$ cat config.mk
export PLATFORM = sky130hd
export DESIGN_NAME = gpu_regs
export DESIGN_NICKNAME = d
export VERILOG_FILES = /design/src/rtl/gpu_regs_pkg.sv /design/src/rtl/gpu_regs.sv
export SDC_FILE = /design/constraint.sdc
export NUM_CORES = 1
export LEC_CHECK = 0
export CORE_MARGIN = 8
export CORE_UTILIZATION = 49
export CTS_BUF_LIST = sky130_fd_sc_hd__clkbuf_8
export DETAILED_ROUTE_END_ITERATION = 10
export PLACE_DENSITY = 0.81
export SLEW_MARGIN = 20
export SYNTH_ARGS = -nofsm -noshare
export SYNTH_HDL_FRONTEND = slang
export SYNTH_SLANG_ARGS = --single-unit
$ cat constraint.sdc
create_clock -name clk -period 2.94 [get_ports clk]
set_input_delay 0.294 -clock clk [delete_from_list [all_inputs] [get_ports clk]]
set_output_delay 0.294 -clock clk [all_outputs]
set_load 0.05 [all_outputs]
$ cat src/rtl/gpu_regs_pkg.sv
// gpu_regs_pkg: register map, bit indices and AXI response codes for gpu_regs.
// Honours GPU_REGS_FRAME_COUNTER_EN (FRAME_COUNT register present when defined).
package gpu_regs_pkg;

  localparam logic [2:0] OFF_CTRL   = 3'd0;
  localparam logic [2:0] OFF_STATUS = 3'd1;
  localparam logic [2:0] OFF_TRI    = 3'd2;
  localparam logic [2:0] OFF_VBASE  = 3'd3;
  localparam logic [2:0] OFF_CBASE  = 3'd4;
  localparam logic [2:0] OFF_FCOUNT = 3'd5;
  localparam logic [2:0] OFF_ID     = 3'd6;
  localparam logic [2:0] OFF_NONE   = 3'd7;

  localparam int CTRL_START  = 0;
  localparam int CTRL_IRQ_EN = 1;
  localparam int STAT_BUSY   = 0;
  localparam int STAT_DONE   = 1;

  localparam logic [31:0] GPU_ID = 32'h4750_5530;

  typedef enum logic [1:0] {
    RESP_OKAY   = 2'b00,
    RESP_SLVERR = 2'b10
  } axi_resp_e;

  // Byte-lane merge of new data into an old word.
  function automatic logic [31:0] strb_merge(
    input logic [31:0] old_v,
    input logic [31:0] new_v,
    input logic [3:0]  strb
  );
    logic [31:0] res;
    res = old_v;
    for (int i = 0; i < 4; i++) begin
      if (strb[i]) res[8*i +: 8] = new_v[8*i +: 8];
    end
    return res;
  endfunction

  // Offsets that decode to a real register.
  function automatic logic is_mapped(input logic [2:0] off);
`ifdef GPU_REGS_FRAME_COUNTER_EN
    return off != OFF_NONE;
`else
    return (off != OFF_NONE) && (off != OFF_FCOUNT);
`endif
  endfunction

endpackage

$ cat src/rtl/gpu_regs.sv
// gpu_regs: AXI4-lite register target driving the GPU frame state machine.
// Optional FRAME_COUNT register enabled by GPU_REGS_FRAME_COUNTER_EN.
module gpu_regs
  import gpu_regs_pkg::*;
#(
  parameter int SADDR_WIDTH = 32,
  parameter int MADDR_WIDTH = 32
) (
  input  logic                   clk,
  input  logic                   reset_n,
  input  logic [SADDR_WIDTH-1:0] awaddr,
  input  logic [2:0]             awprot,
  input  logic                   awvalid,
  output logic                   awready,
  input  logic [31:0]            wdata,
  input  logic [3:0]             wstrb,
  input  logic                   wvalid,
  output logic                   wready,
  output logic [1:0]             bresp,
  output logic                   bvalid,
  input  logic                   bready,
  input  logic [SADDR_WIDTH-1:0] araddr,
  input  logic [2:0]             arprot,
  input  logic                   arvalid,
  output logic                   arready,
  output logic [31:0]            rdata,
  output logic [1:0]             rresp,
  output logic                   rvalid,
  input  logic                   rready,
  output logic                   frame_start,
  input  logic                   frame_end,
  output logic [31:0]            triangles_count,
  output logic [MADDR_WIDTH-1:0] base_addr_vertex,
  output logic [MADDR_WIDTH-1:0] base_addr_color,
  output logic                   irq
);

  logic        r_live;
  logic        r_aw_held;
  logic [2:0]  r_aw_off;
  logic        r_w_held;
  logic [31:0] r_wdata;
  logic [3:0]  r_wstrb;
  logic        r_bvalid;
  axi_resp_e   r_bresp;
  logic        r_rvalid;
  logic [31:0] r_rdata;
  axi_resp_e   r_rresp;
  logic        r_irq_en;
  logic        r_busy;
  logic        r_done;
  logic        r_frame_start;
  logic [31:0] r_tri;
  logic [31:0] r_vbase;
  logic [31:0] r_cbase;
`ifdef GPU_REGS_FRAME_COUNTER_EN
  logic [31:0] r_fcount;
`endif

  logic        w_aw_hs;
  logic        w_w_hs;
  logic        w_ar_hs;
  logic        w_commit;
  logic [2:0]  w_off;
  logic [31:0] w_data;
  logic [3:0]  w_strb;
  logic        w_start;
  logic        w_start_err;
  logic        w_start_go;
  logic        w_start_nil;
  logic        w_done_clr;
  logic        w_fend;
  axi_resp_e   w_wr_resp;
  logic [31:0] w_rd_data;
  axi_resp_e   w_rd_resp;
  logic        w_unused;

  assign w_unused = ^{awprot, arprot,
                      awaddr[SADDR_WIDTH-1:5], awaddr[1:0],
                      araddr[SADDR_WIDTH-1:5], araddr[1:0]};

  assign awready = r_live & ~r_aw_held & ~r_bvalid;
  assign wready  = r_live & ~r_w_held & ~r_bvalid;
  assign arready = r_live & ~r_rvalid;

  assign w_aw_hs  = awvalid & awready;
  assign w_w_hs   = wvalid & wready;
  assign w_ar_hs  = arvalid & arready;
  assign w_commit = (r_aw_held | w_aw_hs) & (r_w_held | w_w_hs)
                  & ~r_bvalid;

  assign w_off  = r_aw_held ? r_aw_off : awaddr[4:2];
  assign w_data = r_w_held ? r_wdata : wdata;
  assign w_strb = r_w_held ? r_wstrb : wstrb;

  assign w_start     = w_commit && (w_off == OFF_CTRL) && w_strb[0]
                     && w_data[CTRL_START];
  assign w_start_err = w_start && r_busy;
  assign w_start_go  = w_start && !r_busy && (r_tri != '0);
  assign w_start_nil = w_start && !r_busy && (r_tri == '0);
  assign w_done_clr  = w_commit && (w_off == OFF_STATUS) && w_strb[0]
                     && w_data[STAT_DONE];
  assign w_fend      = frame_end && r_busy;

  assign w_wr_resp = (!is_mapped(w_off) || w_start_err) ? RESP_SLVERR
                                                        : RESP_OKAY;

  assign bvalid           = r_bvalid;
  assign bresp            = r_bresp;
  assign rvalid           = r_rvalid;
  assign rdata            = r_rdata;
  assign rresp            = r_rresp;
  assign frame_start      = r_frame_start;
  assign triangles_count  = r_tri;
  assign base_addr_vertex = r_vbase[MADDR_WIDTH-1:0];
  assign base_addr_color  = r_cbase[MADDR_WIDTH-1:0];
  assign irq              = r_done & r_irq_en;

  // Write channel: hold AW/W independently, commit when both present.
  always_ff @(posedge clk or negedge reset_n) begin
    if (!reset_n) begin
      r_live    <= 1'b0;
      r_aw_held <= 1'b0;
      r_aw_off  <= '0;
      r_w_held  <= 1'b0;
      r_wdata   <= '0;
      r_wstrb   <= '0;
      r_bvalid  <= 1'b0;
      r_bresp   <= RESP_OKAY;
    end else begin
      r_live <= 1'b1;
      if (w_commit) begin
        r_aw_held <= 1'b0;
        r_w_held  <= 1'b0;
        r_bvalid  <= 1'b1;
        r_bresp   <= w_wr_resp;
      end else begin
        if (w_aw_hs) begin
          r_aw_held <= 1'b1;
          r_aw_off  <= awaddr[4:2];
        end
        if (w_w_hs) begin
          r_w_held <= 1'b1;
          r_wdata  <= wdata;
          r_wstrb  <= wstrb;
        end
        if (r_bvalid && bready) r_bvalid <= 1'b0;
      end
    end
  end

  // Configuration registers written by committed transactions.
  always_ff @(posedge clk or negedge reset_n) begin
    if (!reset_n) begin
      r_irq_en <= 1'b0;
      r_tri    <= '0;
      r_vbase  <= '0;
      r_cbase  <= '0;
    end else if (w_commit) begin
      case (w_off)
        OFF_CTRL:  if (w_strb[0]) r_irq_en <= w_data[CTRL_IRQ_EN];
        OFF_TRI:   r_tri   <= strb_merge(r_tri, w_data, w_strb);
        OFF_VBASE: r_vbase <= strb_merge(r_vbase, w_data, w_strb);
        OFF_CBASE: r_cbase <= strb_merge(r_cbase, w_data, w_strb);
        default:   ;
      endcase
    end
  end

  // Frame status: start pulse, BUSY/DONE, frame counter.
  always_ff @(posedge clk or negedge reset_n) begin
    if (!reset_n) begin
      r_frame_start <= 1'b0;
      r_busy        <= 1'b0;
      r_done        <= 1'b0;
`ifdef GPU_REGS_FRAME_COUNTER_EN
      r_fcount      <= '0;
`endif
    end else begin
      r_frame_start <= w_start_go;
      if (w_fend) begin
        r_busy <= 1'b0;
        r_done <= 1'b1;
      end else if (w_start_go) begin
        r_busy <= 1'b1;
        r_done <= 1'b0;
      end else if (w_start_nil) begin
        r_done <= 1'b1;
      end else if (w_done_clr) begin
        r_done <= 1'b0;
      end
`ifdef GPU_REGS_FRAME_COUNTER_EN
      if (w_fend) r_fcount <= r_fcount + 32'd1;
`endif
    end
  end

  // Read decode of the current (pre-commit) register values.
  always_comb begin
    w_rd_data = '0;
    w_rd_resp = RESP_OKAY;
    case (araddr[4:2])
      OFF_CTRL:   w_rd_data[CTRL_IRQ_EN] = r_irq_en;
      OFF_STATUS: begin
        w_rd_data[STAT_BUSY] = r_busy;
        w_rd_data[STAT_DONE] = r_done;
      end
      OFF_TRI:    w_rd_data = r_tri;
      OFF_VBASE:  w_rd_data = r_vbase;
      OFF_CBASE:  w_rd_data = r_cbase;
`ifdef GPU_REGS_FRAME_COUNTER_EN
      OFF_FCOUNT: w_rd_data = r_fcount;
`endif
      OFF_ID:     w_rd_data = GPU_ID;
      default:    w_rd_resp = RESP_SLVERR;
    endcase
  end

  // Read channel: one outstanding read, registered data.
  always_ff @(posedge clk or negedge reset_n) begin
    if (!reset_n) begin
      r_rvalid <= 1'b0;
      r_rdata  <= '0;
      r_rresp  <= RESP_OKAY;
    end else if (w_ar_hs) begin
      r_rvalid <= 1'b1;
      r_rdata  <= w_rd_data;
      r_rresp  <= w_rd_resp;
    end else if (r_rvalid && rready) begin
      r_rvalid <= 1'b0;
    end
  end

endmodule

==> reports/metrics.yaml, run 1 <==
route.vias.total: 6012
syn_inst: 649
cts_htree_levels: 4
grt_pass1_vias: 6426
num_io_pins: 253
clk_transition_reported_paths_ps: 100
drt.antenna.violating_nets: 0
yosysWarnings: 0
timing.hold.worst.class: "in -> reg"
count_of_endpoints_failing_setup_in_the_final_report: 0
worst_vdd_ir_uv: 729.9
grt_first_pass_wirelength_um: 37550
post-cts-setup-buffer-count: 0
post_synthesis_async_set_or_reset_flop_share: 1.000
ctsResizeCount: 0
synth_area_per_cell_um2: 13.02
fin_hold_ws_ps: 358.9
clock-skew-final_ps: 16.05
num_rows: 48
root_buffer: "sky130_fd_sc_hd__clkbuf_8"
place.gp.congestion: 0.8102
critical_path.endpoint_type: "register"
hold_viol: 0
switching_power_w: 0.005457
worst_setup_path_class: "reg -> reg"
layout-area-overhead-vs-synth_pct: 31.23
post-route-min-period_ps: 2483
cap_viol_max_count: 0
final_nets: 956
portion_of_the_clock_cycle_consumed_by_the_worst_path_in_the_final_layout: 0.8447
start_util: 0.4955
layout_cells_sized_above_1: 0.2889
cts-buffers-inserted: 17
globalRouteTotalUtil: 0.2240
rsz0062_at_grt: "no"
required_ps: 3300
yosys.area_share.simple: 0.08439
yosysSeqAreaShare: 0.5271
slew-limit-headroom: 0.5253
port_buffer_count: 186
clkSinkCount: 178
clock_tree_from_tritoncts: "yes"
chipWidth_um: 147.3
worstMarginPinSlew_ps: 712.1
intPower_w: 0.006923
synth_seq_cells: 178
n_antenna_cell: 0
top_reg_cell_synth: "sky130_fd_sc_hd__dfrtp_1"
clkPwrFrac: 0.154
dr.first_iter.drc_count: 353
grt.overflow.total: 0
fill_cell_total_of_the_finished_layout: 1297
clk-insertion-delay-late_ps: 470
post_synth_mux_area_share: 0.2766
power_leakage_nw: 5.025
design.core.area_mm2: 0.01706
critical_path.slowest_cell: "sky130_fd_sc_hd__dfrtp_1"
startpoint_type: "register"
netlist-cell-type-count: 39
ff2ff_setup_slack_ps: 460
design.die.area_mm2: 0.02170
cts.path.max_buffers: 2
main_combinational_cell_family_by_area_after_synthesis: "multiplexers"
power_per_cell_area_mw_per_mm2: 1116
holdBufCountCts: 1
hpwl_um: 17310
die_y_um: 147.3
switching_share: 0.4408
crit_path_max_fo: 13
post_synth_fa_ha_maj_area_fraction: 0
post_drt_wl_per_cell_um: 22.44
synth_xor_area_frac: 0
syn_area_mm2: 0.008451
layout_commonest_cell: "sky130_fd_sc_hd__clkdlybuf4s50_1"
sequential_share_of_power: 0.343
fmaxAchievable_mhz: 402.7
detail_route.first_pass.iterations: 5
largest_net_degree_at_the_start_of_global_routing: 69
detail_route.vias_per_cell: 5.567
drt_drc: 0
synth_enable_flop_cells: 0
timing.critical_path.slowest_cell_delay_ps: 520
critical_path_cell_list: "or3_1 -> a2111oi_4 -> nor2b_1 -> buf_4 -> nand2_4 -> mux2_4"
most_frequent_cells_in_the_layout: "sky130_fd_sc_hd__clkdlybuf4s50_1, sky130_fd_sc_hd__dfrtp_1, sky130_fd_sc_hd__mux2_4"
power.share.combinational: 0.502
final.setup.tns_ps: 0
synth_area_in_compound_gates: 0.08839
timing.critical_path.arrival_ps: 2840
slew_viol_final: 0
drt_wl_total_um: 24240
antenna_found_initial: 0
status: "finished clean"
Yosys cell counts, types with 2 or more instances:
| master | n | share of area |
|---|---|---|
| sky130_fd_sc_hd__nor2_1 | 26 | 0.012 |
| sky130_fd_sc_hd__dfrtp_1 | 178 | 0.53 |
| sky130_fd_sc_hd__or2_2 | 2 | 0.0015 |
| sky130_fd_sc_hd__buf_6 | 3 | 0.0040 |
| sky130_fd_sc_hd__a22oi_1 | 19 | 0.017 |
| sky130_fd_sc_hd__o21ai_0 | 49 | 0.029 |
| sky130_fd_sc_hd__or3_1 | 2 | 0.0015 |
| sky130_fd_sc_hd__inv_1 | 6 | 0.0027 |
| sky130_fd_sc_hd__mux2_2 | 76 | 0.10 |
| sky130_fd_sc_hd__clkbuf_1 | 26 | 0.012 |
| sky130_fd_sc_hd__nor2b_1 | 7 | 0.0052 |
| sky130_fd_sc_hd__mux2i_1 | 4 | 0.0047 |
| sky130_fd_sc_hd__or3b_1 | 2 | 0.0021 |
| sky130_fd_sc_hd__nand2_1 | 53 | 0.024 |
| sky130_fd_sc_hd__conb_1 | 2 | 0.00089 |
| sky130_fd_sc_hd__nor4_1 | 8 | 0.0059 |
| sky130_fd_sc_hd__buf_1 | 4 | 0.0018 |
| sky130_fd_sc_hd__nand4_1 | 4 | 0.0030 |
| sky130_fd_sc_hd__buf_4 | 3 | 0.0027 |
| sky130_fd_sc_hd__mux2_4 | 96 | 0.17 |
| sky130_fd_sc_hd__a31oi_1 | 2 | 0.0015 |
| sky130_fd_sc_hd__nand2_8 | 8 | 0.019 |
| sky130_fd_sc_hd__a21oi_1 | 47 | 0.028 |
| sky130_fd_sc_hd__nand2_4 | 4 | 0.0053 |
| sky130_fd_sc_hd__and2_1 | 4 | 0.0030 |
path summary, 6_finish.rpt:
kind	start	endpoint	cells past startpoint
max in group asynchronous	reset_n	triangles_count[20]$_DFFE_PN0P_	3
max	r_aw_held$_DFFE_PN0P_	base_addr_color[0]$_DFFE_PN0P_	6
min in group asynchronous	reset_n	base_addr_color[6]$_DFFE_PN0P_	2
min reg2reg	rdata[11]$_DFFE_PN0P_	rdata[11]$_DFFE_PN0P_	2
max reg2reg	r_aw_held$_DFFE_PN0P_	base_addr_color[0]$_DFFE_PN0P_	6
min	rready	rvalid$_DFFE_PN0P_	2
kinds of logic after synthesis:
| family | count (synthesis) |
|---|---|
| AOI/OAI and AO/OA | 127 |
| other | 2 |
| DFF | 178 |
| and+or+nand+nor | 124 |
| buffers and inverters | 42 |
| muxes | 176 |
critical path: cells and delay by family, from the launching register on:
family	cells	cell delay (ps)
AO/OA/AOI/OAI	1	490
buffers and inverters	1	200
flip-flops	1	520
multiplexers	1	340
AND/OR/NAND/NOR	3	800
cell type report:
class	count	area (um2)	area share
Inverter	6	22.52	0.002031
Timing Repair Buffer	209	2058	0.1856
Tap cell	225	281.5	0.02539
Clock buffer	19	261.5	0.02358
Clock inverter	13	196.4	0.01771
Sequential cell	178	4456	0.4018
Multi-Input combinational cell	430	3814	0.3439
state kept, by name (all words and copies together) (netlist names):
name and count:
base_addr_color 32, base_addr_vertex 32, bresp 1, bvalid 1, frame_start 1, r_aw_held 1
r_aw_off 3, r_busy 1, r_done 1, r_irq_en 1, r_live 1, r_w_held 1
r_wdata 32, r_wstrb 4, rdata 32, rresp 1, rvalid 1, triangles_count 32
routing by layer:
| layer | vias to the layer above | track usage | routed length, um |
|---|---|---|---|
| met5 | - | 0 | 0 |
| met4 | 0 | 0.06374 | 320 |
| met3 | 23 | 0.06213 | 1501 |
| met2 | 188 | 0.3759 | 11950 |
| met1 | 3088 | 0.2770 | 10470 |
| li1 | 2713 | - | - |
through the flow:
stage | power, W | cells | setup slack (ps) | cell area [um2] | utilization
5_1_grt | 0.01288 | 1080 | 352.0 | 11090 | 0.6502
3_5_place_dp | 0.01051 | 1047 | 276.7 | 10620 | 0.6227
2_1_floorplan | 0.008339 | 650 | 714.9 | 8454 | -
4_1_cts | 0.01244 | 1080 | 467.7 | 11090 | 0.6502
6_report | 0.01238 | 1080 | 456.6 | 11090 | 0.6502
3_3_place_gp | 0.01036 | 1047 | 314.6 | 10620 | 0.6227
power by group through the flow:
stage / Combinational, W / Clock (W) / Sequential [W]
6_report: 0.00622 / 0.00191 / 0.00425
2_1_floorplan: 0.00212 / 0 / 0.00622
3_5_place_dp: 0.00624 / 0 / 0.00427
4_1_cts: 0.00626 / 0.00195 / 0.00423
3_3_place_gp: 0.00613 / 0 / 0.00423
5_1_grt: 0.00648 / 0.00205 / 0.00436
Power figures use the tool's default switching activity.
==> inputs of run 2 (changes only) <==
clock period = 2.5 ns   (was 2.94 ns; I/O delays follow)
==> run 2 against run 1 <==
Critical endpoint is now awready. Critical path depth fell by 3. Largest cell class unchanged. Power rose by 16%. Via count fell by 0.60%.
==> reports/metrics.yaml, run 2 (synthesis results as in run 1) <==
port_buffer_count: 186  # unchanged
n_antenna_cell: 0  # unchanged
startpoint_type: "register"
worstMarginPinSlew_ps: 1118  # +405.9 ps
final_nets: 956  # unchanged
num_rows: 48  # unchanged
globalRouteTotalUtil: 0.2205  # -0.003462
whs_path_depth: 3  # +1
layout-area-overhead-vs-synth_pct: 31.27  # about the same
layout_commonest_cell: "sky130_fd_sc_hd__clkdlybuf4s50_1"
timing.hold.worst.class: "in -> reg"
drt.antenna.violating_nets: 0  # unchanged
grt_first_pass_wirelength_um: 36870  # -1.8%
rsz0062_at_grt: "no"
fmaxAchievable_mhz: 428.6
slew_viol_final: 0  # unchanged
drt_wl_total_um: 23740  # -2.0%
finalInstanceArea_mm2: 0.01109  # about the same
timing.critical_path.slowest_cell_delay_ps: 840  # +320 ps
layout_cells_sized_above_1: 0.2889  # unchanged
r2r_start: "r_aw_held$_DFFE_PN0P_"
root_buffer: "sky130_fd_sc_hd__clkbuf_8"
drt_drc: 0  # unchanged
count_of_endpoints_failing_setup_in_the_final_report: 0  # unchanged
critical_path_cell_list: "buf_4 -> nor2_1 -> clkdlybuf4s50_1"
detail_route.first_pass.iterations: 4  # -1
design.die.area_mm2: 0.02170  # unchanged
timing.critical_path.arrival_ps: 2080  # -760 ps
status: "finished clean"
worst_vdd_ir_uv: 919.6  # +26%
route.vias.total: 5976  # -0.60%
crit_path_max_fo: 9  # -4
place.gp.congestion: 0.7961  # -1.7%
clock-skew-final_ps: 9.343  # -6.702 ps
slew-limit-headroom: 0.2513  # -0.2740
hpwl_um: 16920  # -2.3%
grt.overflow.total: 0  # unchanged
hp-start: "araddr[2]"
clock_tree_from_tritoncts: "yes"
cap_viol_max_count: 0  # unchanged
antenna_found_initial: 0  # unchanged
clk_transition_reported_paths_ps: 90  # about the same
design.core.area_mm2: 0.01706  # unchanged
holdBufCountCts: 1  # unchanged
die_y_um: 147.3  # unchanged
ff2ff_setup_slack_ps: 210  # -250 ps
power_leakage_nw: 5.021  # about the same
placed_area_mm2: 0.01067  # +0.47%
critPathTopFamily: "buffers and inverters"
worst_setup_path_class: "reg -> out"
post-cts-setup-buffer-count: 0  # unchanged
final.setup.tns_ps: 0  # unchanged
critical_path.slowest_cell: "sky130_fd_sc_hd__clkdlybuf4s50_1"
number_of_non_filler_instances_in_the_completed_layout: 1080  # unchanged
most_frequent_cells_in_the_layout: "sky130_fd_sc_hd__clkdlybuf4s50_1, sky130_fd_sc_hd__dfrtp_1, sky130_fd_sc_hd__mux2_4"
cts.path.max_buffers: 2  # unchanged
hold_viol: 0  # unchanged
grt_pass1_vias: 6272  # -2.4%
largest_net_degree_at_the_start_of_global_routing: 59  # -14%
num_io_pins: 253  # unchanged
worstHoldEndpoint: "rresp[1]$_DFFE_PN0P_"
post-route-min-period_ps: 2333
numPlacedInstances: 1047  # unchanged
clkSinkCount: 178  # unchanged
cts_htree_levels: 4  # unchanged
timing.rr.end: "base_addr_color[23]$_DFFE_PN0P_"
portion_of_the_clock_cycle_consumed_by_the_worst_path_in_the_final_layout: 0.9333
ctsResizeCount: 0  # unchanged
start_util: 0.4955  # unchanged
number_of_cells_traversed_by_the_worst_register_to_register_path: 6  # unchanged
dr.first_iter.drc_count: 317  # -10%
post_drt_wl_per_cell_um: 21.99  # -2.0%
chipWidth_um: 147.3  # unchanged
cts-buffers-inserted: 17  # unchanged
detail_route.vias_per_cell: 5.533  # -0.60%
clk-insertion-delay-late_ps: 450  # -20 ps
required_ps: 2250  # -1050 ps
number_of_buffers_and_inverters_on_the_critical_path: 2  # +1
power_per_cell_area_mw_per_mm2: 1294  # +16%
critical_path.endpoint_type: "output port"
[run 2: cell types whose count changed in the layout (fill, tap and decap cells not counted)]
| cell | previous run | this run |
|---|---|---|
| sky130_fd_sc_hd__clkinv_4 | 2 | 3 |
| sky130_fd_sc_hd__bufinv_16 | 4 | 3 |
| sky130_fd_sc_hd__buf_12 | 2 | 6 |
| sky130_fd_sc_hd__inv_6 | 5 | 0 |
| sky130_fd_sc_hd__clkinv_2 | 0 | 5 |
| sky130_fd_sc_hd__clkinvlp_4 | 2 | 3 |
| sky130_fd_sc_hd__buf_4 | 20 | 16 |
| sky130_fd_sc_hd__clkbuf_8 | 19 | 18 |
[run 2: worst max-delay path by stage]
stage,from,to,slack [ps],cells past startpoint
floorplan,rvalid$_DFFE_PN0P_,rdata[10]$_DFFE_PN0P_,270,5
global placement,awaddr[3],triangles_count[1]$_DFFE_PN0P_,10,7
detailed placement,awaddr[3],triangles_count[16]$_DFFE_PN0P_,-10,7
CTS,r_aw_held$_DFFE_PN0P_,awready,130,3
global route,bvalid$_DFFE_PN0P_,awready,60,4
finish,r_aw_held$_DFFE_PN0P_,awready,170,3
[run 2: final cells by class]
type	count	area [um2]
timing repair buffer	209	2108
fill	1315	5963
clock inverter	14	163.9
tap	225	281.5
multi-input combinational	430	3814
clock buffer	18	247.7
inverter	6	22.52
sequential	178	4456
[run 2: routing by layer]
layer / up-vias / share of wire / GRT usage
met4: 0 / 0.022 / 0.07292
met5: - / 0 / 0
met2: 204 / 0.48 / 0.3693
met1: 3034 / 0.43 / 0.2709
met3: 35 / 0.067 / 0.05906
li1: 2703 / - / -
[run 2: power by group]
part           switching, W  internal (W)
Combinational       0.00427       0.00304
Sequential          0.00103       0.00396
Clock               0.00105       0.00101
[run 2: through the flow]
stage / hold WS (ps) / util / worst slack (ps) / power (W)
final: 238.6 / 0.6504 / 166.8 / 0.01435
after global routing: 236.6 / 0.6504 / 64.51 / 0.01496
after CTS: 205.6 / 0.6504 / 129.9 / 0.01443
after detailed placement: 269.5 / 0.6257 / -14.44 / 0.01236
after global placement: 265.5 / 0.6257 / 10.06 / 0.01219
after floorplan: -45.59 / - / 274.9 / 0.009807
[run 2: worst min-delay path, cell delays in order]
cell,delay [ps]
sky130_fd_sc_hd__buf_2,210
sky130_fd_sc_hd__nand2_1,100
sky130_fd_sc_hd__o21ai_0,80
==> inputs of run 3 (changes only) <==
MAX_ROUTING_LAYER = met4   (was default)
==> run 3 against run 2 <==
First-iteration DRC count up 18%. Final area unchanged. Power about the same. Wire length hardly changed. Cell count is the same. Utilization stayed put. Critical path type unchanged. Largest power group unchanged. Highest routed layer unchanged.
==> reports/metrics.yaml, run 3 (synthesis results as in run 1) <==
detail_route.first_pass.iterations: 5  # +1
fin_hold_ws_ps: 230.5  # -8.122 ps
drt.antenna.violating_nets: 0  # unchanged
power_per_cell_area_mw_per_mm2: 1294  # about the same
fmaxAchievable_mhz: 428.3  # about the same
design_power_total_w: 0.01435  # about the same
critical_path.endpoint_type: "output port"
worst_setup_path_class: "reg -> out"
grt_first_pass_wirelength_um: 36830  # -0.11%
dr.first_iter.drc_count: 374  # +18%
clkSinkCount: 178  # unchanged
slew-limit-headroom: 0.2412  # -0.01012
switching_share: 0.4417  # about the same
power_leakage_nw: 5.021  # unchanged
n_antenna_cell: 0  # unchanged
start_util: 0.4955  # unchanged
cts.path.max_buffers: 2  # unchanged
globalRouteTotalUtil: 0.2267  # +0.006181
final.setup.tns_ps: 0  # unchanged
route.vias.total: 5961  # -0.25%
crit_path_max_fo: 9  # unchanged
most_frequent_cells_in_the_layout: "sky130_fd_sc_hd__clkdlybuf4s50_1, sky130_fd_sc_hd__dfrtp_1, sky130_fd_sc_hd__mux2_4"
chipWidth_um: 147.3  # unchanged
post-cts-setup-buffer-count: 0  # unchanged
startpoint_type: "register"
rsz0062_at_grt: "no"
dp_slack_ps: -14.44  # unchanged
design.core.area_mm2: 0.01706  # unchanged
hpwl_um: 16920  # unchanged
status: "finished clean"
sequential_share_of_power: 0.347  # about the same
num_rows: 48  # unchanged
clk_transition_reported_paths_ps: 90  # about the same
count_of_endpoints_failing_setup_in_the_final_report: 0  # unchanged
num_io_pins: 253  # unchanged
intPower_w: 0.008013  # about the same
layout_cells_sized_above_1: 0.2889  # unchanged
cap_viol_max_count: 0  # unchanged
required_ps: 2250  # about the same
design.die.area_mm2: 0.02170  # unchanged
clock_tree_from_tritoncts: "yes"
drt_wl_total_um: 23730  # about the same
grt.overflow.total: 0  # unchanged
timing.critical_path.arrival_ps: 2080  # about the same
setup_ws_ps: 165.3  # -1.465 ps
die_y_um: 147.3  # unchanged
clkPwrFrac: 0.143  # about the same
post-route-min-period_ps: 2335  # +1.465 ps
antenna_found_initial: 0  # unchanged
timing.hold.worst.class: "in -> reg"
portion_of_the_clock_cycle_consumed_by_the_worst_path_in_the_final_layout: 0.9339  # about the same
grt_pass1_vias: 6293  # +0.33%
root_buffer: "sky130_fd_sc_hd__clkbuf_8"
ctsResizeCount: 0  # unchanged
place.gp.congestion: 0.8074  # +1.4%
largest_net_degree_at_the_start_of_global_routing: 59  # unchanged
cts-buffers-inserted: 17  # unchanged
layout_commonest_cell: "sky130_fd_sc_hd__clkdlybuf4s50_1"
hold_viol: 0  # unchanged
drt_drc: 0  # unchanged
slew_viol_final: 0  # unchanged
port_buffer_count: 186  # unchanged
clock-skew-final_ps: 9.265  # -0.07777 ps
detail_route.vias_per_cell: 5.519  # -0.25%
post_drt_wl_per_cell_um: 21.97  # about the same
switching_power_w: 0.006340  # about the same
cts_htree_levels: 4  # unchanged
power.share.combinational: 0.509  # about the same
final_nets: 956  # unchanged
layout-area-overhead-vs-synth_pct: 31.27  # unchanged
clk-insertion-delay-late_ps: 450  # about the same
worstMarginPinSlew_ps: 1133  # +15.11 ps
worst_vdd_ir_uv: 919.4  # about the same
[run 3: cell counts in the layout (fill, tap and decap cells not counted)]
Identical to the previous run, type by type.
[run 3: area by class of cell]
cell class	count	area (um2)
fillers	1315	5963
well taps	225	281.5
clock buffers	18	247.7
inverters	6	22.52
multi-input cells	430	3814
clock inverters	14	163.9
repair buffers	209	2108
flip-flops and latches	178	4456
[run 3: repair_timing]
item | 4_1_cts | 5_1_grt
endpoints found under the setup margin | 0 | 0
hold buffers | 1 | 0
hold endpoints to repair | 55 | 0
[run 3: worst max-delay path, stage by stage, from the launching register on]
cell                              delay, ps
sky130_fd_sc_hd__dfrtp_1                480
sky130_fd_sc_hd__buf_4                  190
sky130_fd_sc_hd__nor2_1                 130
sky130_fd_sc_hd__clkdlybuf4s50_1        840
[run 3: path summary, 6_finish.rpt]
path                                       startpoint                              end  slack, ps  cells past startpoint
worst max-delay path            r_aw_held$_DFFE_PN0P_                          awready        170                      3
worst min-delay path                        araddr[2]             rresp[1]$_DFFE_PN0P_        230                      3
worst max register to register  r_aw_held$_DFFE_PN0P_  base_addr_color[23]$_DFFE_PN0P_        210                      6
worst min register to register   rdata[8]$_DFFE_PN0P_             rdata[8]$_DFFE_PN0P_        480                      2
max in group asynchronous                     reset_n  base_addr_color[30]$_DFFE_PN0P_       1460                      3
min in group asynchronous                     reset_n  base_addr_vertex[6]$_DFFE_PN0P_        340                      2
[run 3: layer usage]
metal,share of wire,vias to the layer above,wire [um],global-route usage
met5,0,-,0,-
met4,0.021,0,490,0.07394
met3,0.058,31,1384,0.05168
met2,0.49,194,11540,0.3686
met1,0.43,3033,10310,0.2754
li1,-,2703,-,-
[run 3: power by group through the flow]
| stage | sequential, W | clock (W) | combinational (W) |
|---|---|---|---|
| floorplan | 0.00731 | 0 | 0.00249 |
| finish | 0.00498 | 0.00206 | 0.00731 |
| CTS | 0.00497 | 0.00210 | 0.00736 |
| global route | 0.00510 | 0.00222 | 0.00763 |
| global placement | 0.00496 | 0 | 0.00722 |
| detailed placement | 0.00502 | 0 | 0.00734 |
[run 3: stage by stage]
step	cell area (um2)	std cells	utilization
after floorplan	8454	650	-
after global routing	11090	1080	0.6504
final	11090	1080	0.6504
after CTS	11090	1080	0.6504
after global placement	10670	1047	0.6257
after detailed placement	10670	1047	0.6257
==> RTL change 1: new RTL, flow settings as in run 3 <==
Change the parameter `MADDR_WIDTH` from 32 to 16.
--- a/src/rtl/gpu_regs.sv
+++ b/src/rtl/gpu_regs.sv
@@ -4,7 +4,7 @@
   import gpu_regs_pkg::*;
 #(
   parameter int SADDR_WIDTH = 32,
-  parameter int MADDR_WIDTH = 32
+  parameter int MADDR_WIDTH = 16
 ) (
   input  logic                   clk,
   input  logic                   reset_n,
Interface: changed (resized base_addr_color and base_addr_vertex); port bits go from 253 to 221. The function was not compared with the original's and may differ.
==> RTL change 1 against run 3 <==
Non-clock buffer count is 26 lower. Count of clock-buffer cells in the layout is 1 higher. Critical path type unchanged. Sequential cell count stayed put. Core utilization is 2.4 points lower. Total power is 9.4% lower. Highest routed layer unchanged. Global-route usage is 1.3 points lower. Area after synthesis is 2.8% higher. Combinational power is 19% lower. Cell area is 2.4% lower. Sequential share of layout area is 0.97 points higher. Setup slack worse by 27 ps. Wire length is 5.2% lower. Die area is 2.5% higher.
==> RTL change 1: results (changes against run 3) <==
metric,value,unit,change
status,finished clean,,
Crit. Startpoint,r_aw_held$_DFFE_PN0P_,,
vias per cell,5.583,,+1.2%
First DRT Iteration DRCs,339,,-9.4%
Post-synth top cells,"dfrtp_1, mux2_4, mux2_2",,
Cells after DPL,1021,,-2.5%
synth top area cells,"dfrtp_1, mux2_4, mux2_2",,
vias in the first global route,6317,,+0.38%
GP Congestion,0.8273,,+2.5%
CP top delay family,buffers and inverters,,
Crit-path slowest cell,clkdlybuf4s50_1,,
first-pass GRT wire length,35790,um,-2.8%
CTS root buffer,clkbuf_8,,
leakage,4.947,nW,-1.5%
post-DP HPWL,15960,um,-5.6%
crit-path max FO,9,,unchanged
initial antenna violation count,1,,+1
Synth warnings,0,,unchanged
Bufs on Longest Clock Path,2,,unchanged
nets,930,,-2.7%
via count,5890,,-1.2%
placed cell areas,10370,um2,-2.8%
WL final,22500,um,-5.2%
library cells used by synthesis,39,,unchanged
Max IR drop VDD,0.0007124,V,-23%
largest net degree at the start of global routing,56,,-5.1%
H-tree levels,4,,unchanged
GRT Total Usage,0.2136,,-0.01303
post-synthesis sequential area ratio,0.5125,,-0.01457
critical path's largest stage delay,820,ps,-20 ps
P_int,0.007754,W,-3.2%
IO buf count,154,,-17%
syn avg cell area,12.76,um2,-2.0%
worst skew pair latency,470,ps,+20 ps
WP data arrival,2110,ps,+30 ps
Hold WC Path Type,input port to async pin,,
Num CTS Buffers,17,,unchanged
Post-CTS Resized,0,,unchanged
DRT Pass-1 Iters,5,,unchanged
Clock Skew,11.63,ps,+2.364 ps
layout cells sized above 1,0.3028,,+0.01389
Worst-path clk slew,90,ps,about the same
Post-synth ARST share,1.000,,unchanged
measured slew at the worst slew-check pin,686.4,ps,-446.6 ps
RTL change 1: changes by cell type after synthesis:
cell	change
buf_4	+32
RTL change 1: timing repair:
action | in CTS | in global routing
setup buffers | 0 | 0
hold endpoints to repair | 50 | 0
endpoints found under the setup margin | 0 | 0
hold buffers | 1 | 0
RTL change 1: routing by layer:
layer	routed length (um)	GRT usage	share of wire
met1	9695	0.2692	0.43
met2	11090	0.3400	0.49
met3	1231	0.03853	0.055
met4	486	0.07673	0.022
met5	0	-	0
RTL change 1: worst paths after layout:
path,cells after the start,endpoint,slack [ps]
worst min register to register,2,rdata[19]$_DFFE_PN0P_,490
worst max register to register,6,triangles_count[19]$_DFFE_PN0P_,190
worst min-delay path,2,r_wdata[4]$_DFFE_PN0P_,310
min in group clk,2,bvalid$_DFFE_PN0P_,350
worst max-delay path,3,awready,140
max in group asynchronous,3,r_cbase[13]$_DFFE_PN0P_,1490
RTL change 1: power by group through the flow:
| stage | clock, W | combinational (W) | sequential [W] |
|---|---|---|---|
| 2_1_floorplan | 0 | 0.00374 | 0.00549 |
| 3_3_place_gp | 0 | 0.00585 | 0.00484 |
| 3_5_place_dp | 0 | 0.00595 | 0.00492 |
| 4_1_cts | 0.00222 | 0.00598 | 0.00487 |
| 5_1_grt | 0.00235 | 0.00622 | 0.00502 |
| 6_report | 0.00219 | 0.00593 | 0.00489 |
RTL change 1: kinds of logic after synthesis:
family / after synthesis / synth area share
simple gates: 124 / 0.08206
flops: 178 / 0.5125
compound gates: 127 / 0.08595
buf+inv: 74 / 0.04967
other cells: 2 / 0.0008641
mux: 176 / 0.2689
RTL change 1: per-stage QoR:
stage	util	worst slack, ps
finish	0.6262	138.1
CTS	0.6260	107.8
detailed placement	0.5998	-28.96
global route	0.6262	16.87
floorplan	-	274.9
global placement	0.5998	-24.03
RTL change 1: final cells by class:
class | count | area, um2
fillers | 1351 | 6466
flip-flops and latches | 178 | 4456
multi-input cells | 430 | 3811
repair buffers | 183 | 1813
well taps | 225 | 281.5
clock buffers | 19 | 261.5
clock inverters | 13 | 182.7
inverters | 6 | 22.52
diodes | 1 | 2.502
==> RTL change 2: new RTL, config.mk and constraints of run 3 <==
Without the edit above. Make the reset (`reset_n`) synchronous in 4 clocked blocks.
--- a/src/rtl/gpu_regs.sv
+++ b/src/rtl/gpu_regs.sv
@@ -117,7 +117,7 @@
   assign irq              = r_done & r_irq_en;
 
   // Write channel: hold AW/W independently, commit when both present.
-  always_ff @(posedge clk or negedge reset_n) begin
+  always_ff @(posedge clk) begin
     if (!reset_n) begin
       r_live    <= 1'b0;
       r_aw_held <= 1'b0;
@@ -150,7 +150,7 @@
   end
 
   // Configuration registers written by committed transactions.
-  always_ff @(posedge clk or negedge reset_n) begin
+  always_ff @(posedge clk) begin
     if (!reset_n) begin
       r_irq_en <= 1'b0;
       r_tri    <= '0;
@@ -168,7 +168,7 @@
   end
 
   // Frame status: start pulse, BUSY/DONE, frame counter.
-  always_ff @(posedge clk or negedge reset_n) begin
+  always_ff @(posedge clk) begin
     if (!reset_n) begin
       r_frame_start <= 1'b0;
       r_busy        <= 1'b0;
@@ -217,7 +217,7 @@
   end
 
   // Read channel: one outstanding read, registered data.
-  always_ff @(posedge clk or negedge reset_n) begin
+  always_ff @(posedge clk) begin
     if (!reset_n) begin
       r_rvalid <= 1'b0;
       r_rdata  <= '0;
Function: differs if reset_n is asserted again (counterexample within 4 cycles, from zero or initial values and one cycle with reset_n low); with reset_n held inactive, the same outputs for 4 cycles.
==> RTL change 2 against run 3 <==
Clock skew up 0.55 ps. Core utilization shrank 0.78 points. Wire length up 7.0%. Via count up 25%. Setup slack improved by 15 ps. Cell area decreased by 4.3%. Synthesized cell count rose by 45%. Count of clock-buffer cells in the layout unchanged. Area after synthesis fell by 2.4%. Largest cell class is now multi-input gates. Sequential cell count stayed put.
Power is not compared: it rests on default switching activity, and its combinational part moved more than twofold at a synthesized area within 25%.
==> RTL change 2: results (changes against run 3) <==
metric,value,unit,change
syn avg cell area,8.744,um2,-33%
post-DP HPWL,18560,um,+9.7%
Cells after DPL,1294,,+24%
Crit-path slowest cell,clkdlybuf4s50_1,,
Bufs on Longest Clock Path,2,,unchanged
Post-CTS Setup Bufs,0,,unchanged
WP data arrival,2070,ps,
Post-synth top cells,"nand2_1, dfxtp_1, a21oi_1",,
post-synthesis sequential area ratio,0.4322,,-0.09493
layout cells sized above 1,0.09675,,-0.1921
H-tree levels,4,,unchanged
library cells used by synthesis,45,,+15%
placed cell areas,10230,um2,-4.1%
via count,7467,,+25%
synth top area cells,"dfxtp_1, nand2_1, mux2i_1",,
First DRT Iteration DRCs,922,,+150%
Synth warnings,0,,unchanged
vias per cell,5.631,,+2.0%
status,finished clean,,
GRT Total Usage,0.2401,,+0.01344
worst skew pair latency,470,ps,+20 ps
CTS root buffer,clkbuf_8,,
crit-path max FO,7,,-2
Clock Skew,9.812,ps,+0.5467 ps
measured slew at the worst slew-check pin,936.3,ps,-196.8 ps
critical path's largest stage delay,820,ps,-20 ps
first-pass GRT wire length,39490,um,+7.2%
Synth Flop Type,dfxtp_1,,
initial antenna violation count,0,,unchanged
P_sw,0.001545,W,
vias in the first global route,6927,,+10%
Post-synth ARST share,0,,-1.000
leakage,4.056,nW,
Hold WC Path Type,input port to register,,
WL final,25380,um,+7.0%
Max IR drop VDD,0.0003219,V,
largest net degree at the start of global routing,135,,+130%
nets,1207,,+26%
DRT Pass-1 Iters,7,,+2
GP Congestion,0.9226,,+14%
IO buf count,186,,unchanged
-- RTL change 2: cell types whose count changed in the layout (fill, tap and decap cells not counted), moves of 31 or more --
cell | before | now
dfrtp_1 | 177 | 0
nand2_1 | 53 | 215
o21bai_1 | 1 | 32
mux2_4 | 96 | 0
nand3b_1 | 1 | 42
mux2i_1 | 4 | 69
o311a_1 | 0 | 33
mux2_2 | 76 | 38
a21oi_1 | 47 | 109
dfxtp_1 | 0 | 178
-- RTL change 2: final timing paths --
| check | start | cells past startpoint | slack (ps) | endpoint |
|---|---|---|---|---|
| min | reset_n | 3 | 210 | r_wdata[23]$_SDFFE_PN0P_ |
| max | r_live$_DFF_P_ | 3 | 180 | awready |
| min reg2reg | r_wdata[19]$_SDFFE_PN0P_ | 2 | 450 | r_wdata[19]$_SDFFE_PN0P_ |
| max reg2reg | r_aw_held$_SDFFE_PP0P_ | 3 | 410 | base_addr_vertex[16]$_SDFFE_PN0P_ |
-- RTL change 2: final cells by class --
class	count	area, um2
repair buffers	207	2059
fillers	1444	5906
clock inverters	14	137.6
inverters	4	15.01
clock buffers	18	247.7
multi-input cells	685	4320
well taps	220	275.3
flip-flops and latches	178	3563
-- RTL change 2: cell families (layout without fill, tap and decap cells) --
| kind of cell | after synthesis | in the layout | share of synthesized area |
|---|---|---|---|
| other cells | 1 | 2 | 0.0004548 |
| compound gates | 234 | 234 | 0.1812 |
| buf+inv | 81 | 243 | 0.04446 |
| simple gates | 342 | 342 | 0.2061 |
| mux | 107 | 107 | 0.1357 |
| flops | 178 | 178 | 0.4322 |
-- RTL change 2: metal layers --
layer,vias up,global-route usage,part of all wire
met3,38,0.06841,0.082
met4,0,0.08173,0.024
li1,3612,-,-
met2,298,0.3400,0.43
met5,-,-,0
met1,3519,0.3209,0.46
-- RTL change 2: stage by stage --
stage | setup WS, ps | hold WS, ps | util
2_1_floorplan | 792.7 | 277.7 | -
3_3_place_gp | 318.2 | 437.9 | 0.6193
3_5_place_dp | 253.7 | 445.4 | 0.6193
4_1_cts | 172.4 | 203.5 | 0.6426
5_1_grt | 112.2 | 213.0 | 0.6426
6_report | 180.1 | 208.8 | 0.6426
-- RTL change 2: power groups by stage --
| stage | clock network (W) | registers [W] | logic [W] |
|---|---|---|---|
| 5_1_grt | 0.00208 | 0.00292 | 0.000792 |
| 2_1_floorplan | 0 | 0.00303 | 0.000419 |
| 3_5_place_dp | 0 | 0.00298 | 0.000730 |
| 3_3_place_gp | 0 | 0.00298 | 0.000722 |
| 4_1_cts | 0.00198 | 0.00291 | 0.000734 |
| 6_report | 0.00194 | 0.00291 | 0.000743 |
-- RTL change 2: worst reg2reg max path, delay by kind of cell, from the launching register on --
family / cells / cell delay [ps]
compound gates: 1 / 530
flops: 1 / 650
mux: 1 / 320
simple gates: 1 / 520
